### src/rtl/sap_pkg.sv
// Shared definitions for the SAP RAM slice: default widths and the RAM controller state encoding.
package sap_pkg;

    localparam int RAM_ADDR_W = 4;
    localparam int RAM_DATA_W = 8;

    typedef enum logic [1:0] {
        IDLE = 2'd0,
        RUN  = 2'd1,
        LOAD = 2'd2,
        DONE = 2'd3
    } ram_state_t;

endpackage

### src/rtl/ls189_array.sv
// DEPTH x WORD_W storage: synchronous write, combinational read, no reset on the contents.
module ls189_array #(
    parameter int ADDR_W = 4,
    parameter int WORD_W = 8,
    parameter int DEPTH  = 16
) (
    input  logic              clk,
    input  logic              we,
    input  logic [ADDR_W-1:0] waddr,
    input  logic [WORD_W-1:0] wdata,
    input  logic [ADDR_W-1:0] raddr,
    output logic [WORD_W-1:0] rdata
);

    logic [WORD_W-1:0] mem [DEPTH];

    always_ff @(posedge clk) begin
        if (we) begin
            mem[waddr] <= wdata;
        end
    end

    assign rdata = mem[raddr];

endmodule

### src/rtl/sap_ram.sv
// SAP 16x8 RAM with run-mode bus access and a program-mode byte loader.
// Optional even-parity storage and par_err output when RAM_PARITY_EN is defined.
module sap_ram
    import sap_pkg::*;
#(
    parameter int ADDR_W = RAM_ADDR_W,
    parameter int DATA_W = RAM_DATA_W
) (
    input  logic              clk,
    input  logic              clr_n,
    input  logic [ADDR_W-1:0] addr,
    input  logic              ce_n,
    input  logic              we_n,
    input  logic [DATA_W-1:0] bus_in,
    output logic [DATA_W-1:0] bus_out,
    output logic              bus_oe,
    input  logic              prog,
    input  logic              ld_valid,
    input  logic [DATA_W-1:0] ld_data,
    output logic              ld_ready,
    output logic              ld_done,
    output logic              busy,
`ifdef RAM_PARITY_EN
    output logic              par_err,
`endif
    output logic [1:0]        fsm_state
);

    localparam int DEPTH = 2 ** ADDR_W;
`ifdef RAM_PARITY_EN
    localparam int WORD_W = DATA_W + 1;
`else
    localparam int WORD_W = DATA_W;
`endif

    ram_state_t        state;
    ram_state_t        state_next;
    logic [ADDR_W-1:0] ptr;
    logic [ADDR_W-1:0] ptr_next;

    logic              accept;
    logic              accept_last;
    logic              run_active;
    logic              rd_req;
    logic              wr_req;

    logic              mem_we;
    logic [ADDR_W-1:0] mem_waddr;
    logic [DATA_W-1:0] wr_data;
    logic [WORD_W-1:0] mem_wdata;
    logic [WORD_W-1:0] mem_rdata;

    // Loader handshake: a byte transfers on a rising edge where ld_valid && ld_ready.
    // ld_ready is high only in LOAD with prog still asserted, so an abort cycle never
    // advertises readiness it would not honour.
    assign ld_ready    = (state == LOAD) && prog;
    assign accept      = ld_valid && ld_ready;
    assign accept_last = accept && (ptr == ADDR_W'(DEPTH - 1));

    // A rising prog in RUN abandons the current access on that same edge.
    assign run_active = (state == RUN) && !prog;
    assign wr_req     = run_active && !we_n;
    assign rd_req     = run_active && !ce_n && we_n;

    assign busy      = (state == LOAD);
    assign fsm_state = state;

    always_ff @(posedge clk or negedge clr_n) begin
        if (!clr_n) begin
            state <= IDLE;
            ptr   <= '0;
        end else begin
            state <= state_next;
            ptr   <= ptr_next;
        end
    end

    always_comb begin
        state_next = state;
        ptr_next   = ptr;
        case (state)
            IDLE: begin
                if (prog) begin
                    state_next = LOAD;
                    ptr_next   = '0;
                end else begin
                    state_next = RUN;
                end
            end
            RUN: begin
                if (prog) begin
                    state_next = LOAD;
                    ptr_next   = '0;
                end
            end
            LOAD: begin
                if (!prog) begin
                    state_next = IDLE;
                    ptr_next   = '0;
                end else if (accept) begin
                    ptr_next = ptr + 1'b1;
                    if (accept_last) begin
                        state_next = DONE;
                    end
                end
            end
            DONE: begin
                if (!prog) begin
                    state_next = IDLE;
                end
            end
            default: begin
                state_next = IDLE;
                ptr_next   = '0;
            end
        endcase
    end

    // Loader and run-mode writes are mutually exclusive by state, so one write port suffices.
    always_comb begin
        mem_we    = accept || wr_req;
        mem_waddr = accept ? ptr : addr;
        wr_data   = accept ? ld_data : bus_in;
    end

`ifdef RAM_PARITY_EN
    assign mem_wdata = {^wr_data, wr_data};
`else
    assign mem_wdata = wr_data;
`endif

    ls189_array #(
        .ADDR_W (ADDR_W),
        .WORD_W (WORD_W),
        .DEPTH  (DEPTH)
    ) u_array (
        .clk   (clk),
        .we    (mem_we),
        .waddr (mem_waddr),
        .wdata (mem_wdata),
        .raddr (addr),
        .rdata (mem_rdata)
    );

    always_ff @(posedge clk or negedge clr_n) begin
        if (!clr_n) begin
            bus_out <= '0;
            bus_oe  <= 1'b0;
            ld_done <= 1'b0;
        end else begin
            if (rd_req) begin
                bus_out <= mem_rdata[DATA_W-1:0];
            end
            bus_oe  <= rd_req;
            ld_done <= accept_last;
        end
    end

`ifdef RAM_PARITY_EN
    // Stored word plus its parity bit XORs to 1 exactly when the even parity is broken.
    always_ff @(posedge clk or negedge clr_n) begin
        if (!clr_n) begin
            par_err <= 1'b0;
        end else if (rd_req) begin
            par_err <= ^mem_rdata;
        end
    end
`endif

endmodule
### config.mk
export PLATFORM = sky130hd
export DESIGN_NAME = sap_ram
export DESIGN_NICKNAME = d
export VERILOG_FILES = /design/src/rtl/sap_pkg.sv /design/src/rtl/ls189_array.sv /design/src/rtl/sap_ram.sv
export SDC_FILE = /design/constraint.sdc
export NUM_CORES = 1
export LEC_CHECK = 0
export CORE_MARGIN = 10
export CORE_UTILIZATION = 54
export DETAILED_ROUTE_END_ITERATION = 12
export GPL_TIMING_DRIVEN = 0
export PLACE_DENSITY_LB_ADDON = 0.15
export REMOVE_ABC_BUFFERS = 1
export SYNTH_ARGS = -nofsm -noshare
export SYNTH_HDL_FRONTEND = slang
export SYNTH_SLANG_ARGS = --single-unit
### constraint.sdc
create_clock -name clk -period 5.1 [get_ports clk]
set_input_delay 1.02 -clock clk [delete_from_list [all_inputs] [get_ports clk]]
set_output_delay 1.02 -clock clk [all_outputs]
set_load 0.05 [all_outputs]
After elaboration in Yosys (flattened, before gate mapping)
Memories as Yosys holds them, arrays and structs flattened. A register that Yosys moved wholly into a read port is not among the register bits.
Cells that the tools add are included.
{"block": "op_classes", "add_sub_neg": 1, "multipliers": 0, "div_mod_pow": 0, "magnitude_cmp": 0, "eq_ne": 9, "shift": 0, "mux": 15, "bitwise_logic": 0, "n_reduce_logical": 17}
{"operator": "4-bit two-way mux", "count": 4}
{"operator": "2-bit two-way mux", "count": 6}
{"operator": "8-bit two-way mux", "count": 1}
{"operator": "2-bit one-hot mux with 4 select lines", "count": 1}
{"operator": "4-bit one-hot mux with 2 select lines", "count": 1}
{"operator": "1-bit logical AND", "count": 7}
{"operator": "3-bit by 2-bit inequality test with 1-bit output (second input constant)", "count": 2}
{"operator": "4-bit by 1-bit adder with 4-bit output (second input constant)", "count": 1}
{"operator": "2-bit equality test (second input constant)", "count": 2}
{"operator": "4-bit equality test (second input constant)", "count": 1}
{"operator": "1-bit zero test", "count": 4}
{"operator": "2-bit inequality test (second input constant)", "count": 2}
{"operator": "4-bit AND reduction", "count": 1}
{"operator": "3-bit AND reduction", "count": 1}
{"operator": "2-bit by 1-bit equality test with 1-bit output (second input constant)", "count": 1}
{"operator": "2-bit zero test", "count": 1}
{"operator": "1-bit two-way mux", "count": 2}
{"operator": "2-bit by 1-bit inequality test with 1-bit output (second input constant)", "count": 1}
{"operator": "2-bit nonzero test", "count": 1}
{"operator": "2-bit OR reduction", "count": 1}
{"operator": "1-bit logical OR", "count": 1}
{"block": "word_totals", "register_bits": 8, "latchBits": 0, "ramBits": 128, "romBits": 0, "output_inout_bits": 14, "mem_count": 1}
{"memory": "u_array.mem", "depth": 16, "width": 8, "rd": 1, "rd_ports_with_merged_regs": 1, "wr": 1, "line_no": "ls189_array.sv:15", "rtl": "logic [WORD_W-1:0] mem [DEPTH];"}

Longest topological paths before layout
Gate-level depths: netlist of the first run.
{"block": "logic_depth", "ltp_word": 8, "ltp_mapped": 7}

Modules after synthesis
A second synthesis of the first run with hierarchy kept.
{"block": "unflattened", "cells_unflattened": 294, "hier_area_um2": 5884.4}
{"module": "ls189_array", "n_inst": 1, "cells_per_inst": 221, "area_each_um2": 4987.3}
{"module": "sap_ram", "n_inst": 1, "cells_per_inst": 73, "area_each_um2": 897.1}

Worst setup path before layout of the first run
Ideal clock, no wire load.
{"block": "synth_path", "path_kind": "register to output", "start": "register state[1] (netlist: fsm_state[1])", "end": "output ld_ready", "arrival_time_ns": 2.138, "path_slack_ns": 1.942, "path_stages_with_launch": 4, "cell_sequence": "dfrtp_1 buf_6 nor2b_1 and2_1"}
{"block": "synth_between", "elab_chain_cells": 2}
{"item": "start, declared", "line_no": "sap_ram.sv:36", "rtl": "ram_state_t state;"}
{"item": "start signal, assigned", "line_no": "sap_ram.sv:73", "rtl": "state <= state_next;"}
{"item": "2-bit equality test"}
{"item": "via busy", "line_no": "sap_ram.sv:22", "rtl": "output logic busy,"}
{"item": "1-bit logical AND", "line_no": "sap_ram.sv:56", "rtl": "assign ld_ready = (state == LOAD) && prog;"}
{"item": "end, declared", "line_no": "sap_ram.sv:20", "rtl": "output logic ld_ready,"}
The timed path passes the listed nets, and every way through them passes these cells.

Final worst setup path of the first run
{"block": "layout_path", "start": "input prog", "end": "output ld_ready"}
{"block": "layout_between", "elab_chain_cells": 1}
{"item": "start, declared", "line_no": "sap_ram.sv:17", "rtl": "input logic prog,"}
{"item": "1-bit logical AND", "line_no": "sap_ram.sv:56"}
No other way between the ends.

==> results of run 1 <==
cells in the final DEF (no fill, tap or decap), drive strengths merged:
cell / synthesis / routed
bufinv: 0 / 3
nor3: 3 / 3
clkbuf: 2 / 19
o22ai: 1 / 1
nand4: 1 / 1
nand2b: 2 / 2
buf: 18 / 3
clkdlybuf4s50: 0 / 37
nor3b: 4 / 4
nand4b: 2 / 2
nand3: 1 / 1
clkinv: 0 / 5
dfrtp: 16 / 16
a31oi: 4 / 4
ha: 1 / 1
o221ai: 8 / 8
o41ai: 1 / 1
o21ai: 5 / 5
mux4: 32 / 32
nand2: 12 / 12
and2: 1 / 1
and3b: 2 / 2
mux2: 10 / 10
edfxtp: 128 / 128
nor2b: 1 / 1
inv: 6 / 9
mux2i: 17 / 17
a22o: 8 / 8
clkinvlp: 0 / 2
o211ai: 1 / 1
nor2: 22 / 22
and3: 1 / 1
worst max path at each step:
stage,to,cells after the start,slack [ns]
2_1_floorplan,ld_ready,2,1.86
3_3_place_gp,u_array.mem[1][1],3,-0.004
3_5_place_dp,u_array.mem[2][1],5,1.05
4_1_cts,ld_ready,3,1.19
5_1_grt,ld_ready,3,1.15
6_report,ld_ready,3,1.21
area by class of cell:
| cell class | count | area share (%) |
|---|---|---|
| Sequential cell | 144 | 60.7 |
| Multi-Input combinational cell | 140 | 22.4 |
| Clock buffer | 19 | 6.03 |
| Timing Repair Buffer | 40 | 5.72 |
| Tap cell | 140 | 2.50 |
| Clock inverter | 13 | 2.31 |
| Inverter | 6 | 0.322 |
state kept, by name (all words and copies together), names as in the netlist:
name / flops
u_array.mem: 128
bus_out: 8
ptr: 4
fsm_state: 2
bus_oe: 1
ld_done: 1
power by group:
| part | internal, mW | switching (mW) | total (mW) |
|---|---|---|---|
| sequential | 1.31 | 0.0204 | 1.33 |
| clock | 0.746 | 0.468 | 1.21 |
| combinational | 0.0993 | 0.156 | 0.256 |
layer usage:
| metal | part of all wire [%] | vias to the layer above | track usage, % |
|---|---|---|---|
| met3 | 6.9 | 10 | 5.41 |
| met5 | 0 | - | 0 |
| met1 | 43 | 1542 | 19.8 |
| met4 | 0.72 | 0 | 4.81 |
| met2 | 49 | 111 | 24.7 |
| li1 | - | 1336 | - |
logic make-up after synthesis:
family                     count (synthesis)  share of synthesized area [%]
DFF                                      144                           70.8
muxes                                     59                           16.9
and+or+nand+nor                           52                           4.82
AOI/OAI and AO/OA                         28                           4.22
buffers and inverters                     26                           2.97
adders and majority gates                  1                          0.209
through the flow:
stage	util [%]	power, mW	setup WS [ns]	hold slack, ns	instances
finish	64.5	2.80	1.21	0.494	502
global route	64.5	2.89	1.15	0.517	502
CTS	64.5	2.82	1.19	0.497	502
detailed placement	59.1	1.61	1.05	0.479	470
global placement	59.0	1.61	-0.00364	0.474	469
floorplan	-	1.50	1.86	0.616	290
critical path, stage by stage:
cell,delay (ns)
clkdlybuf4s50_1,0.83
and2_1,0.22
clkdlybuf4s50_1,0.81
==> impl_metrics.toml, run 1 <==
[run_status]
status = "complete, no violations"

[worst_setup_path]
r2r-start = "fsm_state[1]"
worst-endpoint-arrival_ns = 2.87
rr_worst_depth = 4
start_kind = "primary input"
cp-startpoint = "prog"
r2r-end = "u_array.mem[1][3]"
critPathKind = "in -> out"
required_ns = 4.08
r2r_setup_slack_ns = 2.28
crit_path_end_kind = "output port"
crit_fanout = 11

[clock_tree]
cts_tree = "built"
cts_htree_levels = 4
cts-root-buf = "clkbuf_8"
cts_made_buffers = 17
holdBufCountCts = 0
clk_pin_slew_worst_paths_ns = 0.06
clkSinkCount = 144
post_cts_buffers = 0
clk_path_buf_depth = 2
ctsResizeCount = 0
clkLatencyLatePin_ns = 0.52

[detailed_routing]
vias = 2999
dr.pass1.iters = 4
drc = 0
postRouteAntennaNets = 0
drt_iter0_drc = 316
via_per_inst = 5.97
drt-total-wl_microns = 12000
routedWlPerCell_microns = 24.0

[timing]
fmax_ghz = 0.257
slew_viol_final = 0
tns_ns = 0
worstMarginPinSlew_ns = 1.26
fin_crit_ns = 3.89
min_period_over_period_pct = 76.4
rsz0062_at_grt = "false"
slew_headroom_pct = 15.7
skew_ns = 0.00858
setup_viol = 0
finalHoldViolCount = 0

[placement]
dpl_cell_area_sq_um = 6410
hpwl_microns = 7690
gp_congestion = 0.749
io_buffers = 39

[logic_synthesis]
netlist.area_leader.share_pct = 64.2
synthArstFlopShare_pct = 11.1
synth_top_area_cell = "edfxtp_1"
synth_area_sq_um = 5990
ys_seq_area_share_pct = 70.8
synthCells = 310
synth_seq_cells = 144
yosysWarnings = 0
synth-edff-count = 128
synth.area.top_cells = "edfxtp_1 (64%), mux4_2 (11%), dfrtp_1 (6.7%)"
syn_avg_cell_area_sq_um = 19.3
synthFlopType = "edfxtp_1"
yosysMostFrequentCell = "edfxtp_1"
synth_cell_types = 40
yosys-top-cells-count = "edfxtp_1 (128), mux4_2 (29), nor2_1 (21)"

[floorplan]
io_pins = 40
die_x_microns = 125
core_area_sq_um = 10800
dieHeight_microns = 125
die_area_sq_um = 15700
row_count = 38
start_util_pct = 55.3

[grt]
grt_usage_pct = 15.6
grt_max_degree = 36
antenna_found_initial = 0
grt_pass1_wl_microns = 18400
overflow = 0
grt_pass1_vias = 3191

[final_layout]
area_growth_pct = 16.8
design_area_sq_um = 6990
multi_input_area_sq_um = 1570
nets = 376
seqCellArea_sq_um = 4240
fill_cells = 745
layout-drive-gt1-share_pct = 22.4
diodes = 0

[power]
power_density_nw_per_um2 = 401
peakVddDrop_v = 0.000320
leakage_nw = 2.38

[hold_path]
hold_depth = 2
hp-class = "reg -> reg"
hold_end = "bus_out[6]"
holdCritStartpoint = "bus_out[6]"

[run]
maxCapViolations = 0
Power figures use the tool's default switching activity.
==> inputs of run 2 (changes only) <==
- clock period: 5.1 -> 3.7 ns (I/O delays scaled with it)
==> results of run 2 <==
The final DEF is identical to that of run 1. Status: complete, no violations.
Among the figures that moved: setup slack after placement 1.05 ns -> -0.0713 ns; setup slack after layout 1.21 ns -> 0.365 ns; register-to-register setup slack 2.28 ns -> 0.88 ns; total power 2.80 mW -> 3.87 mW; worst IR drop on VDD 0.000320 V -> 0.000440 V
==> inputs of run 3 (changes only) <==
- CORE_UTILIZATION: 54 -> 53
- REMOVE_ABC_BUFFERS: 1 -> default
- clock period: 3.7 -> 2.7 ns (I/O delays scaled with it)
==> impl_metrics.toml, run 3 (same netlist as run 1, synthesis figures left out) <==
[timing]
min_period_over_period_pct = 99.3
rsz0062_at_grt = "true"
setup_viol = 0
skew_ns = 0.00689
fmax_ghz = 0.373
tns_ns = 0
setup_ws_ns = 0.0201
finalHoldViolCount = 0
fin_crit_ns = 2.68
slew_viol_final = 0
slew_headroom_pct = 46.6
hold_ws_ns = 0.501
worstMarginPinSlew_ns = 0.798

[final_layout]
area_growth_pct = 18.8
nets = 393
design_area_sq_um = 7120
reg.largest.list = "u_array.mem (128), bus_out (8), ptr (4)"
diodes = 0
largest_reg_flops = 128
mostFrequentLayoutCells = "edfxtp_1 (128), clkdlybuf4s50_1 (36), mux4_2 (29)"
largest_register = "u_array.mem"
final_common_cell = "edfxtp_1"
layout-drive-gt1-share_pct = 26.9

[hold_path]
hold_depth = 2
hold_end = "bus_out[2]"
hp-class = "reg -> reg"
holdCritStartpoint = "bus_out[2]"

[detailed_routing]
drc = 0
drt-total-wl_microns = 12600
via_per_inst = 5.88
drt_iter0_drc = 334
dr.pass1.iters = 4
postRouteAntennaNets = 0
routedWlPerCell_microns = 24.6
vias = 3029

[clock_tree]
clk_pin_slew_worst_paths_ns = 0.05
clkSinkCount = 144
cts_htree_levels = 4
cts-root-buf = "clkbuf_16"
clkLatencyLatePin_ns = 0.41
cts_tree = "built"
clk_path_buf_depth = 2
cts_made_buffers = 17
post_cts_buffers = 0
holdBufCountCts = 0

[worst_setup_path]
required_ns = 2.74
crit_slowest_cell = "nor2_1"
critPathKind = "in -> reg"
critical_path.cell_chain = "clkdlybuf4s50_1 -> buf_4 -> nand4b_4 -> buf_2 -> nor3_1 -> a31oi_1 -> nor2_1"
crit_fanout = 10
r2r_setup_slack_ns = 0.34
rr_worst_depth = 5
start_kind = "primary input"
r2r-end = "u_array.mem[10][1]"
path_delay_family = "simple AND/OR/NAND/NOR gates"
crit_path_end_kind = "register"
cp.buffers_inverters = 3
slowest_delay_ns = 0.71
worst-endpoint-arrival_ns = 2.72
r2r-start = "fsm_state[0]"

[floorplan]
row_count = 38
io_pins = 40
core_area_sq_um = 10900
start_util_pct = 54.8
die_area_sq_um = 16000
die_x_microns = 126
dieHeight_microns = 126

[grt]
grt_max_degree = 17
grt_usage_pct = 16.4
overflow = 0
grt_pass1_wl_microns = 19400
grt_pass1_vias = 3228
antenna_found_initial = 0

[power]
peakVddDrop_v = 0.000783
power_mw = 5.25
power_density_nw_per_um2 = 737
leakage_nw = 2.44

[run]
maxCapViolations = 0

[placement]
dp_worst_setup_slack_ns = -0.450
io_buffers = 37
gp_congestion = 0.821
hpwl_microns = 8390
dpl_cell_area_sq_um = 6540

[logic_synthesis]
synth_nets = 337

[run_status]
status = "complete, no violations"
[run 3: cell count changes in the layout (fill, tap and decap cells not counted), moves of 3 or more]
cell    previous run  this run
buf_2              2        11
inv_6              3         0
nor2_2             0        11
buf_6              0         4
nor2_1            21        10
[run 3: area by class of cell]
type	count	area, sq um
timing repair buffer	37	369
multi-input combinational	140	1600
clock buffer	19	433
sequential	144	4240
inverter	6	22.5
buffer	20	155
tap	140	175
clock inverter	9	120
fill	758	3820
[run 3: worst min-delay path, stage by stage (launching register included)]
cell      delay [ns]
dfrtp_1         0.35
nand2_1         0.05
o221ai_1        0.06
[run 3: how the worst max path moves through the flow]
stage,start,to,cells past startpoint
after floorplan,fsm_state[1],ld_ready,3
after global placement,prog,u_array.mem[6][0],7
after detailed placement,prog,u_array.mem[6][0],7
after CTS,prog,u_array.mem[13][7],7
after global routing,prog,u_array.mem[10][0],7
final,prog,u_array.mem[2][3],7
[run 3: metal layers]
metal	GRT usage, %	share of wire (%)
met2	26.2	51
met4	6.03	1.7
met1	20.0	42
met3	5.96	5.8
met5	0	0
[run 3: metrics by stage]
stage	utilization, %	cells
3_3_place_gp	59.8	487
3_5_place_dp	59.8	487
6_report	65.1	515
4_1_cts	64.8	515
2_1_floorplan	-	310
5_1_grt	65.1	515
[run 3: repair_timing]
action | in CTS | in global routing
setup endpoints to repair | 3 | 105
resized for setup | 2 | 10
pin swaps | 0 | 0
[run 3: where the power goes]
group	internal, mW	switching, mW	leakage, nW
Clock	1.42	0.800	0.261
Sequential	2.48	0.0254	1.36
Combinational	0.200	0.322	0.814
